### src/rtl/mem_copy_master_pkg.sv
// Shared definitions for mem_copy_master: register map, control/status bit
// positions, bus strobe encodings and FSM state encoding.
package mem_copy_master_pkg;

  localparam logic [7:0] ADDR_CTRL   = 8'h00;
  localparam logic [7:0] ADDR_STATUS = 8'h01;
  localparam logic [7:0] ADDR_SRC    = 8'h02;
  localparam logic [7:0] ADDR_DST    = 8'h03;
  localparam logic [7:0] ADDR_LEN    = 8'h04;

  localparam int CTRL_START_BIT  = 0;
  localparam int CTRL_ABORT_BIT  = 1;
  localparam int STAT_BUSY_BIT   = 0;
  localparam int STAT_DONE_BIT   = 1;
  localparam int STAT_ERROR_BIT  = 2;

  localparam logic [3:0] WSTRB_READ  = 4'h0;
  localparam logic [3:0] WSTRB_WRITE = 4'hF;

  typedef enum logic [2:0] {
    ST_IDLE      = 3'd0,
    ST_READ      = 3'd1,
    ST_READ_GAP  = 3'd2,
    ST_WRITE     = 3'd3,
    ST_WRITE_GAP = 3'd4
  } state_t;

endpackage

### src/rtl/mem_copy_master.sv
// Register-programmed word copy engine: reads LEN words from SRC and writes
// them to DST over a valid/ready bus master port, with abort and timeout.
module mem_copy_master
  import mem_copy_master_pkg::*;
#(
  parameter int TIMEOUT = 1024,
  parameter int LEN_W   = 16
) (
  input  logic        clk,
  input  logic        reset_n,
  input  logic        cs,
  input  logic        we,
  input  logic [7:0]  address,
  input  logic [31:0] write_data,
  output logic [31:0] read_data,
  output logic        ready,
  output logic        mem_valid,
  output logic [3:0]  mem_wstrb,
  output logic [31:0] mem_addr,
  output logic [31:0] mem_wdata,
  input  logic [31:0] mem_rdata,
  input  logic        mem_ready
);

  localparam int TMO_W = $clog2(TIMEOUT + 1);

  state_t            state_reg;
  logic [29:0]       src_reg;
  logic [29:0]       dst_reg;
  logic [LEN_W-1:0]  len_reg;
  logic              busy_reg;
  logic              done_reg;
  logic              error_reg;
  logic              abort_reg;
  logic [29:0]       wsrc_reg;
  logic [29:0]       wdst_reg;
  logic [LEN_W-1:0]  wcnt_reg;
  logic [31:0]       data_reg;
  logic [TMO_W-1:0]  tmo_reg;

  logic reg_wr;
  logic start_wr;
  logic abort_wr;
  logic tmo_expire;

  assign reg_wr     = cs && we;
  assign start_wr   = reg_wr && (address == ADDR_CTRL) && write_data[CTRL_START_BIT];
  assign abort_wr   = reg_wr && (address == ADDR_CTRL) && write_data[CTRL_ABORT_BIT];
  assign tmo_expire = (tmo_reg == TMO_W'(TIMEOUT - 1));

  assign ready = cs;

  always_comb begin
    read_data = '0;
    if (cs) begin
      case (address)
        ADDR_STATUS: begin
          read_data[STAT_BUSY_BIT]  = busy_reg;
          read_data[STAT_DONE_BIT]  = done_reg;
          read_data[STAT_ERROR_BIT] = error_reg;
        end
        ADDR_SRC: read_data = {src_reg, 2'b00};
        ADDR_DST: read_data = {dst_reg, 2'b00};
        ADDR_LEN: read_data = 32'(len_reg);
        default:  read_data = '0;
      endcase
    end
  end

  always_ff @(posedge clk) begin
    if (!reset_n) begin
      state_reg <= ST_IDLE;
      src_reg   <= '0;
      dst_reg   <= '0;
      len_reg   <= '0;
      busy_reg  <= 1'b0;
      done_reg  <= 1'b0;
      error_reg <= 1'b0;
      abort_reg <= 1'b0;
      wsrc_reg  <= '0;
      wdst_reg  <= '0;
      wcnt_reg  <= '0;
      data_reg  <= '0;
      tmo_reg   <= '0;
      mem_valid <= 1'b0;
      mem_wstrb <= '0;
      mem_addr  <= '0;
      mem_wdata <= '0;
    end else begin
      if (reg_wr && !busy_reg) begin
        case (address)
          ADDR_SRC: src_reg <= write_data[31:2];
          ADDR_DST: dst_reg <= write_data[31:2];
          ADDR_LEN: len_reg <= write_data[LEN_W-1:0];
          default:  ;
        endcase
      end
      // Only a running copy can be aborted; a START in the same cycle
      // from idle sees busy low here, so START wins.
      if (abort_wr && busy_reg) begin
        abort_reg <= 1'b1;
      end

      case (state_reg)
        ST_IDLE: begin
          if (start_wr) begin
            error_reg <= 1'b0;
            if (len_reg != '0) begin
              done_reg  <= 1'b0;
              busy_reg  <= 1'b1;
              wsrc_reg  <= src_reg;
              wdst_reg  <= dst_reg;
              wcnt_reg  <= len_reg;
              mem_valid <= 1'b1;
              mem_wstrb <= WSTRB_READ;
              mem_addr  <= {src_reg, 2'b00};
              tmo_reg   <= '0;
              state_reg <= ST_READ;
            end else begin
              done_reg <= 1'b1;
            end
          end
        end

        ST_READ: begin
          if (mem_ready) begin
            data_reg  <= mem_rdata;
            mem_valid <= 1'b0;
            state_reg <= ST_READ_GAP;
          end else if (tmo_expire) begin
            mem_valid <= 1'b0;
            busy_reg  <= 1'b0;
            done_reg  <= 1'b0;
            error_reg <= 1'b1;
            abort_reg <= 1'b0;
            state_reg <= ST_IDLE;
          end else begin
            tmo_reg <= tmo_reg + TMO_W'(1);
          end
        end

        ST_READ_GAP: begin
          mem_valid <= 1'b1;
          mem_wstrb <= WSTRB_WRITE;
          mem_addr  <= {wdst_reg, 2'b00};
          mem_wdata <= data_reg;
          tmo_reg   <= '0;
          state_reg <= ST_WRITE;
        end

        ST_WRITE: begin
          if (mem_ready) begin
            wsrc_reg  <= wsrc_reg + 30'd1;
            wdst_reg  <= wdst_reg + 30'd1;
            wcnt_reg  <= wcnt_reg - LEN_W'(1);
            mem_valid <= 1'b0;
            state_reg <= ST_WRITE_GAP;
          end else if (tmo_expire) begin
            mem_valid <= 1'b0;
            busy_reg  <= 1'b0;
            done_reg  <= 1'b0;
            error_reg <= 1'b1;
            abort_reg <= 1'b0;
            state_reg <= ST_IDLE;
          end else begin
            tmo_reg <= tmo_reg + TMO_W'(1);
          end
        end

        ST_WRITE_GAP: begin
          if ((wcnt_reg == '0) || abort_reg) begin
            busy_reg  <= 1'b0;
            done_reg  <= !abort_reg;
            abort_reg <= 1'b0;
            state_reg <= ST_IDLE;
          end else begin
            mem_valid <= 1'b1;
            mem_wstrb <= WSTRB_READ;
            mem_addr  <= {wsrc_reg, 2'b00};
            tmo_reg   <= '0;
            state_reg <= ST_READ;
          end
        end

        default: state_reg <= ST_IDLE;
      endcase
    end
  end

endmodule

### config.mk
export PLATFORM = sky130hd
export DESIGN_NAME = mem_copy_master
export DESIGN_NICKNAME = d
export VERILOG_FILES = /design/src/rtl/mem_copy_master_pkg.sv /design/src/rtl/mem_copy_master.sv
export SDC_FILE = /design/constraint.sdc
export NUM_CORES = 1
export LEC_CHECK = 0
export ABC_AREA = 1
export CORE_UTILIZATION = 60
export CTS_CLUSTER_DIAMETER = 80
export CTS_CLUSTER_SIZE = 24
export DETAILED_ROUTE_END_ITERATION = 6
export PLACE_DENSITY = 0.94
export SKIP_LAST_GASP = 1
export SYNTH_ARGS = -nofsm -noshare
export SYNTH_HDL_FRONTEND = slang
export SYNTH_SLANG_ARGS = --single-unit
export TNS_END_PERCENT = 30
### constraint.sdc
create_clock -name clk -period 3.45 [get_ports clk]
set_input_delay 0.5175 -clock clk [delete_from_list [all_inputs] [get_ports clk]]
set_output_delay 0.5175 -clock clk [all_outputs]
set_load 0.05 [all_outputs]
==> impl_results.md, run 1 <==
- Status: finished with violations
- Violations in the final reports: design-rule violations
- Slew Limit Fails: 0
- Hold WC Path Type: register to register
- Hold Buf Count CTS: 0
- Clk buf depth: 3
- Starting density of the core: about three fifths
- RePlAce Congestion: 0.9797
- Sequential power share: between 50% and 60%
- Total Wirelength: between 40 and 50 mm
- Primary FF master, synth: dfxtp_1
- Clk Latency, worst-skew pair: ~0.5 ns
- Postcts setup bufs: 0
- Largest net degree at the start of global routing: between 200 and 250
- Synth Register Bits: about 270
- Hold Path Depth: 2
- Antenna Diode Count: 0
- Pwr Total: ~5.3 mW
- First-pass GRT wire length: 72.71 mm
- Worst path required time: approximately 2.9 ns
- Sw Ratio: 22.55%
- Post-CTS sizing: 0
- # rows: 54
- Drc violations: 4
- Yosys warning count: 0
- Pleak: 6.078 nW
- Clock Skews: approximately 0.019 ns
- Die Ht: ~150 um
- Yosys cell types: 39
- Final hold violation count: 0
- I/O Pins: 179
- Initial antenna violation count: 1
- Worst Max-Slew Pin Slew: between 1 and 1.5 ns
- Total Routing Usage GR: 38.50%
- Core area: 22030 sq um
- Max-cap violations: 0
- Maximum clock frequency: between 0.3 and 0.4 GHz
- FF-to-FF End: mem_addr[15]$_SDFFE_PN0P_
- Setup crit end kind: output pin
- Number of synthesized flops with an enable pin: 0
- IO Port Bufs: 176
- CP max FO: 18
- Slew margin rel.: between 10% and 20%
- Layout cell share with drive strength beyond 1: under 10%
- CP Launch Type: primary input
- Clock Sink Count: ~270
- DP HPWL: around 33 mm
- Worst R2R Setup Slack: about 1.1 ns
- Setup TNS: 0 ns
- Reg2Reg Depth: 11
- Most common cell after layout, fill and taps aside: nor2_1
- Synth Cell Area: 13620 sq um
- Net Switching: between 1 and 1.5 mW
- Vias in the first global route: between 10000 and 15000
- Drt initial violations: between 1500 and 2000
- Syn-to-layout area delta: 18.71%
- Initial DRT Pass Iterations: 7
- Gate power share: 4.0%
- Ys async rst share: 0%
- CTS tree: yes
- Wirelength per Cell: 17.93 um
- Via Count: approximately 15000
- Clk slew on worst S/H paths: ~0.090 ns
- H-tree levels: 1
- Vias per cell: around 5.9
- Peak supply drop: 0.0004104 V
- Clk pwr share: 37.6%
- Mean area per synthesized cell: roughly 6.3 sq um
- Grt ovf: 0
- WP data arrival: approximately 2.7 ns
- Hold path startpoint: tmo_reg[10]$_SDFFE_PN0P_
- Worst R2R Start: state_reg[1]$_SDFFE_PN0P_
- Post-synthesis sequential area ratio: approximately two fifths
- Internal: a little over 4 mW
- Setup CP Type: primary input to output pin
- # setup viols final: 0
- Synth Instances: between 2000 and 2500
- Die X: approximately 150 um
- Final Cycle Share: 94.15%
- Hold Path End: tmo_reg[10]$_SDFFE_PN0P_
- RSZ-0062 raised after global routing: no
- Antenna Nets Post-Route: 0
- Final core occ: ~73%
- Total power per unit cell area: ~330 nW/um^2
- CTS Root Cell: clkbuf_16
- Number of nets in the layout: between 2000 and 2500
- Highest-count cells in the layout ignoring fill and taps: nor2_1 (505), nand2_1 (469), dfxtp_1 (266), o21ai_0 (212), a21oi_1 (175)
- TritonCTS buffer count: 15
- Tmin final: approximately 3.2 ns
- Die ar.: 23310 sq um
==> cell usage after synthesis (6+ instances only) <==
| cell | instances | area (sq um) |
|---|---|---|
| a21oi_1 | 175 | 875.8 |
| clkbuf_1 | 70 | 262.8 |
| buf_1 | 10 | 37.54 |
| nor2_1 | 505 | 1896 |
| buf_2 | 22 | 110.1 |
| nand2_1 | 469 | 1760 |
| xor2_1 | 13 | 113.9 |
| nand4_1 | 18 | 112.6 |
| inv_2 | 11 | 41.29 |
| inv_1 | 163 | 611.8 |
| o221ai_1 | 9 | 78.83 |
| nand3_1 | 96 | 480.5 |
| o21ai_1 | 8 | 40.04 |
| o21ai_0 | 212 | 1061 |
| buf_4 | 12 | 90.09 |
| nor3_1 | 29 | 145.1 |
| dfxtp_1 | 266 | 5325 |
| o22ai_1 | 29 | 181.4 |
| a31oi_1 | 6 | 37.54 |
==> metrics by stage <==
stage / hold WS [ns] / cell area (sq um) / cells / worst slack, ns
3_5_place_dp: 0.4449 / 15720 / 2526 / 0.3132
2_1_floorplan: 0.4327 / 13630 / 2166 / 0.7041
4_1_cts: 0.4600 / 16170 / 2547 / 0.2788
5_1_grt: 0.4986 / 16170 / 2547 / 0.06519
6_report: 0.4594 / 16170 / 2547 / 0.2018
3_3_place_gp: 0.4494 / 15720 / 2526 / 0.3919
==> metal layers <==
layer | part of all wire (%) | global-route usage [%]
met2 | 46 | 63.52
met1 | 39 | 50.04
met3 | 11 | 7.537
met4 | 3.6 | 13.80
met5 | 0.026 | 0
==> worst max-delay path, cell delays in order <==
cell and delay [ns]:
clkdlybuf4s50_1 0.46, inv_1 0.07, nand2_1 0.08, inv_1 0.12
nand4_2 0.32, inv_1 0.29, buf_4 0.30, nand2_1 0.10
a21oi_1 0.28, buf_12 0.18
==> power groups by stage <==
stage / sequential, mW / clock, mW / combinational [mW]
global route: 3.07 / 2.07 / 0.224
CTS: 3.07 / 1.97 / 0.206
finish: 3.07 / 1.98 / 0.211
detailed placement: 3.14 / 0 / 0.205
floorplan: 3.14 / 0 / 0.0823
global placement: 3.14 / 0 / 0.202
==> cell families after synthesis <==
kind of cell / count (synthesis) / synth area share, %
and+or+nand+nor: 1133 / 33.21
AOI/OAI and AO/OA: 449 / 17.26
buffers and inverters: 295 / 8.919
DFF: 266 / 39.09
xor gates and xnor gates: 16 / 1.029
adders and majority gates: 5 / 0.4593
other: 1 / 0.02753
==> area by class of cell <==
type,instances,area (sq um)
Multi-Input combinational cell,1605,7093
Fill cell,1758,5856
Sequential cell,266,5325
Timing Repair Buffer,198,2282
Inverter,177,669.4
Clock buffer,16,389.1
Tap cell,280,350.3
Clock inverter,5,61.31
==> worst max path at each step <==
| stage | from | endpoint | cells past startpoint |
|---|---|---|---|
| 2_1_floorplan | address[7] | read_data[16] | 8 |
| 3_3_place_gp | address[2] | read_data[30] | 10 |
| 3_5_place_dp | address[4] | read_data[29] | 10 |
| 4_1_cts | address[2] | read_data[29] | 10 |
| 5_1_grt | address[2] | read_data[29] | 10 |
| 6_report | address[2] | read_data[29] | 10 |
No activity file was read; power rests on OpenSTA's default activity.
==> inputs of run 2 (changes only) <==
Settings changed: ABC_CLOCK_PERIOD_IN_PS from default to 4100.
Clock period 3.45 ns to 4.1 ns, I/O delays scaled along.
==> run 2 against run 1 <==
  * Sequential power decreased by 16%
  * Die area unchanged
  * Sequential share of layout area increased by 0.29 points
  * Wire length increased by 0.88%
  * Highest routed layer is now met4
  * Critical endpoint is now read_data[2]
  * Register-to-register slack improved by 0.23 ns
  * Cell area decreased by 0.87%
  * Hold slack got worse by 0.082 ns
  * The flow still finishes with violations (design-rule violations)
  * Via count increased by 0.47%
  * Flip-flop and latch count unchanged
==> impl_results.md, run 2 (same netlist as run 1, synthesis figures left out) <==
- Area occupied by multi-input gates: 7093 sq um (unchanged)
- Violations in the final reports: design-rule violations
- Drc violations: 3 (-1)
- Pleak: 6.033 nW (-0.74%)
- First-pass GRT wire length: 72.84 mm (+0.18%)
- Largest net degree at the start of global routing: 131 (-38%)
- Hold slack: 0.3773 ns (-0.08209 ns)
- Met2 GRT Util: 64.07% (+0.55 points)
- Placed Area: 15550 sq um (-1.1%)
- Dpl cells: 2522 (-0.16%)
- Grt ovf: 0 (unchanged)
- WP data arrival: 3.01 ns (+0.28 ns)
- Max-cap violations: 0 (unchanged)
- GR met1 Demand/Resource: 49.39% (-0.66 points)
- Antenna Diode Count: 0 (unchanged)
- Vias in the first global route: 14080 (+0.49%)
- Final hold violation count: 0 (unchanged)
- Die Ht: 152.7 um (unchanged)
- Post-CTS sizing: 0 (unchanged)
- Initial antenna violation count: 0 (-1)
- Total Routing Usage GR: 38.68% (+0.18 points)
- # setup viols final: 0 (unchanged)
- Peak supply drop: 0.0003929 V (-4.2%)
- Setup TNS: 0 ns (unchanged)
- I/O Pins: 179 (unchanged)
- GRT busiest layer: met2
- Postcts setup bufs: 0 (unchanged)
- Maximum clock frequency: between 0.2 and 0.3 GHz
- Worst Max-Slew Pin Slew: 1.242 ns (-0.003572 ns)
- Status: finished with violations
- Worst R2R Setup Slack: 1.29 ns (+0.23 ns)
- Reg2Reg Depth: 9 (-2)
- Clk slew on worst S/H paths: 0.09 ns (about the same)
- Setup CP Type: primary input to output pin
- RSZ-0062 raised after global routing: no
- TritonCTS buffer count: 16 (+1)
- Number of nets in the layout: 2342 (-0.13%)
- Die ar.: 23310 sq um (unchanged)
- Most common cell after layout, fill and taps aside: nor2_1
- Core area: 22030 sq um (unchanged)
- Setup crit end kind: output pin
- H-tree levels: 1 (unchanged)
- Worst path required time: 3.48 ns (+0.55 ns)
- Via Count: 15080 (+0.47%)
- Pre-CTS WS: 0.5973 ns (+0.2841 ns)
- Slew Limit Fails: 0 (unchanged)
- DP HPWL: 32.81 mm (-0.78%)
- Clock Sink Count: 266 (unchanged)
- Total power per unit cell area: 278.7 nW/um^2 (-14%)
- Reg area: 5325 sq um (unchanged)
- CTS tree: yes
- RePlAce Congestion: 1.007 (+2.7%)
- Final WS setup: 0.4712 ns (+0.2694 ns)
- Pwr Total: 4.467 mW (-15%)
- Final Cycle Share: between 80% and 90%
- # rows: 54 (unchanged)
- Vias per cell: 5.923 (+0.51%)
- Hold Buf Count CTS: 0 (unchanged)
- CP max FO: 21 (+3)
- Met3 usage: 7.878% (+0.34 points)
- Total Wirelength: 46.07 mm (+0.88%)
- Tmin final: 3.629 ns
- Hold Path Depth: 3 (+1)
- Non-Filler Cell Area, Final: 16030 sq um (-0.87%)
- Hold WC Path Type: primary input to register
- CTS Root Cell: clkbuf_16
- Drt initial violations: 1794 (+5.6%)
- Starting density of the core: 61.84% (unchanged)
- Die X: 152.7 um (unchanged)
- Final core occ: 72.77% (-0.64 points)
- Slew margin rel.: 17.10% (+0.24 points)
- Fill count: 1775 (+0.97%)
- Layout cell share with drive strength beyond 1: 4.413% (-0.13 points)
- Highest-count cells in the layout ignoring fill and taps: nor2_1 (505), nand2_1 (469), dfxtp_1 (266), o21ai_0 (212), a21oi_1 (175)
- Wirelength per Cell: 18.09 um (+0.92%)
- Clk Latency, worst-skew pair: 0.52 ns (about the same)
- Initial DRT Pass Iterations: 7 (unchanged)
- Clk buf depth: 3 (unchanged)
- Clock Skews: 0.02610 ns (+0.007123 ns)
- Syn-to-layout area delta: 17.67%
- CP Launch Type: primary input
- Antenna Nets Post-Route: 0 (unchanged)
- Fin cells: 2546 (-0.039%)
- IO Port Bufs: 176 (unchanged)
==> run 2: changes by cell type in the layout (fill, tap and decap cells not counted) <==
cell        delta
clkinv_4       -1
clkbuf_16      +1
clkbuf_8       -1
clkinv_8       +1
clkbuf_1       +2
inv_6          -1
inv_16         +1
inv_8          +1
bufinv_16      -1
buf_12        -11
buf_4          +7
clkinvlp_4     +1
==> run 2: worst max-delay path, stage by stage <==
cell             delay, ns
clkdlybuf4s50_1       0.44
nor2_1                0.15
nand2_1               0.10
inv_1                 0.11
nand4_1               0.09
buf_4                 0.19
inv_1                 0.59
nand2_1               0.12
o21ai_0               0.11
a21oi_1               0.06
a21oi_1               0.25
buf_12                0.18
==> run 2: metal layers <==
metal / share of wire, % / vias to the layer above / wire [um]
met3: 12 / 132 / 5533
li1: - / 7134 / -
met5: 0 / - / 0
met2: 46 / 920 / 21110
met1: 38 / 6894 / 17730
met4: 3.7 / 0 / 1689
==> run 2: worst paths after layout <==
path | end | startpoint
worst min register to register | tmo_reg[10]$_SDFFE_PN0P_ | tmo_reg[10]$_SDFFE_PN0P_
worst max register to register | wcnt_reg[2]$_SDFFE_PN0P_ | state_reg[2]$_SDFFE_PN0P_
worst max-delay path | read_data[2] | address[7]
worst min-delay path | mem_wdata[30]$_SDFFE_PN0P_ | reset_n
==> run 2: power by group <==
group	internal [mW]	switching (mW)
combinational	0.0822	0.0964
sequential	2.58	0.00122
clock	0.749	0.956
total	3.41	1.05
==> run 2: area by class of cell <==
| type | count | area share [%] |
|---|---|---|
| Multi-Input combinational cell | 1605 | 44.25 |
| Sequential cell | 266 | 33.22 |
| Timing Repair Buffer | 194 | 13.19 |
| Inverter | 177 | 4.176 |
| Clock buffer | 18 | 2.545 |
| Tap cell | 280 | 2.186 |
| Clock inverter | 6 | 0.4293 |
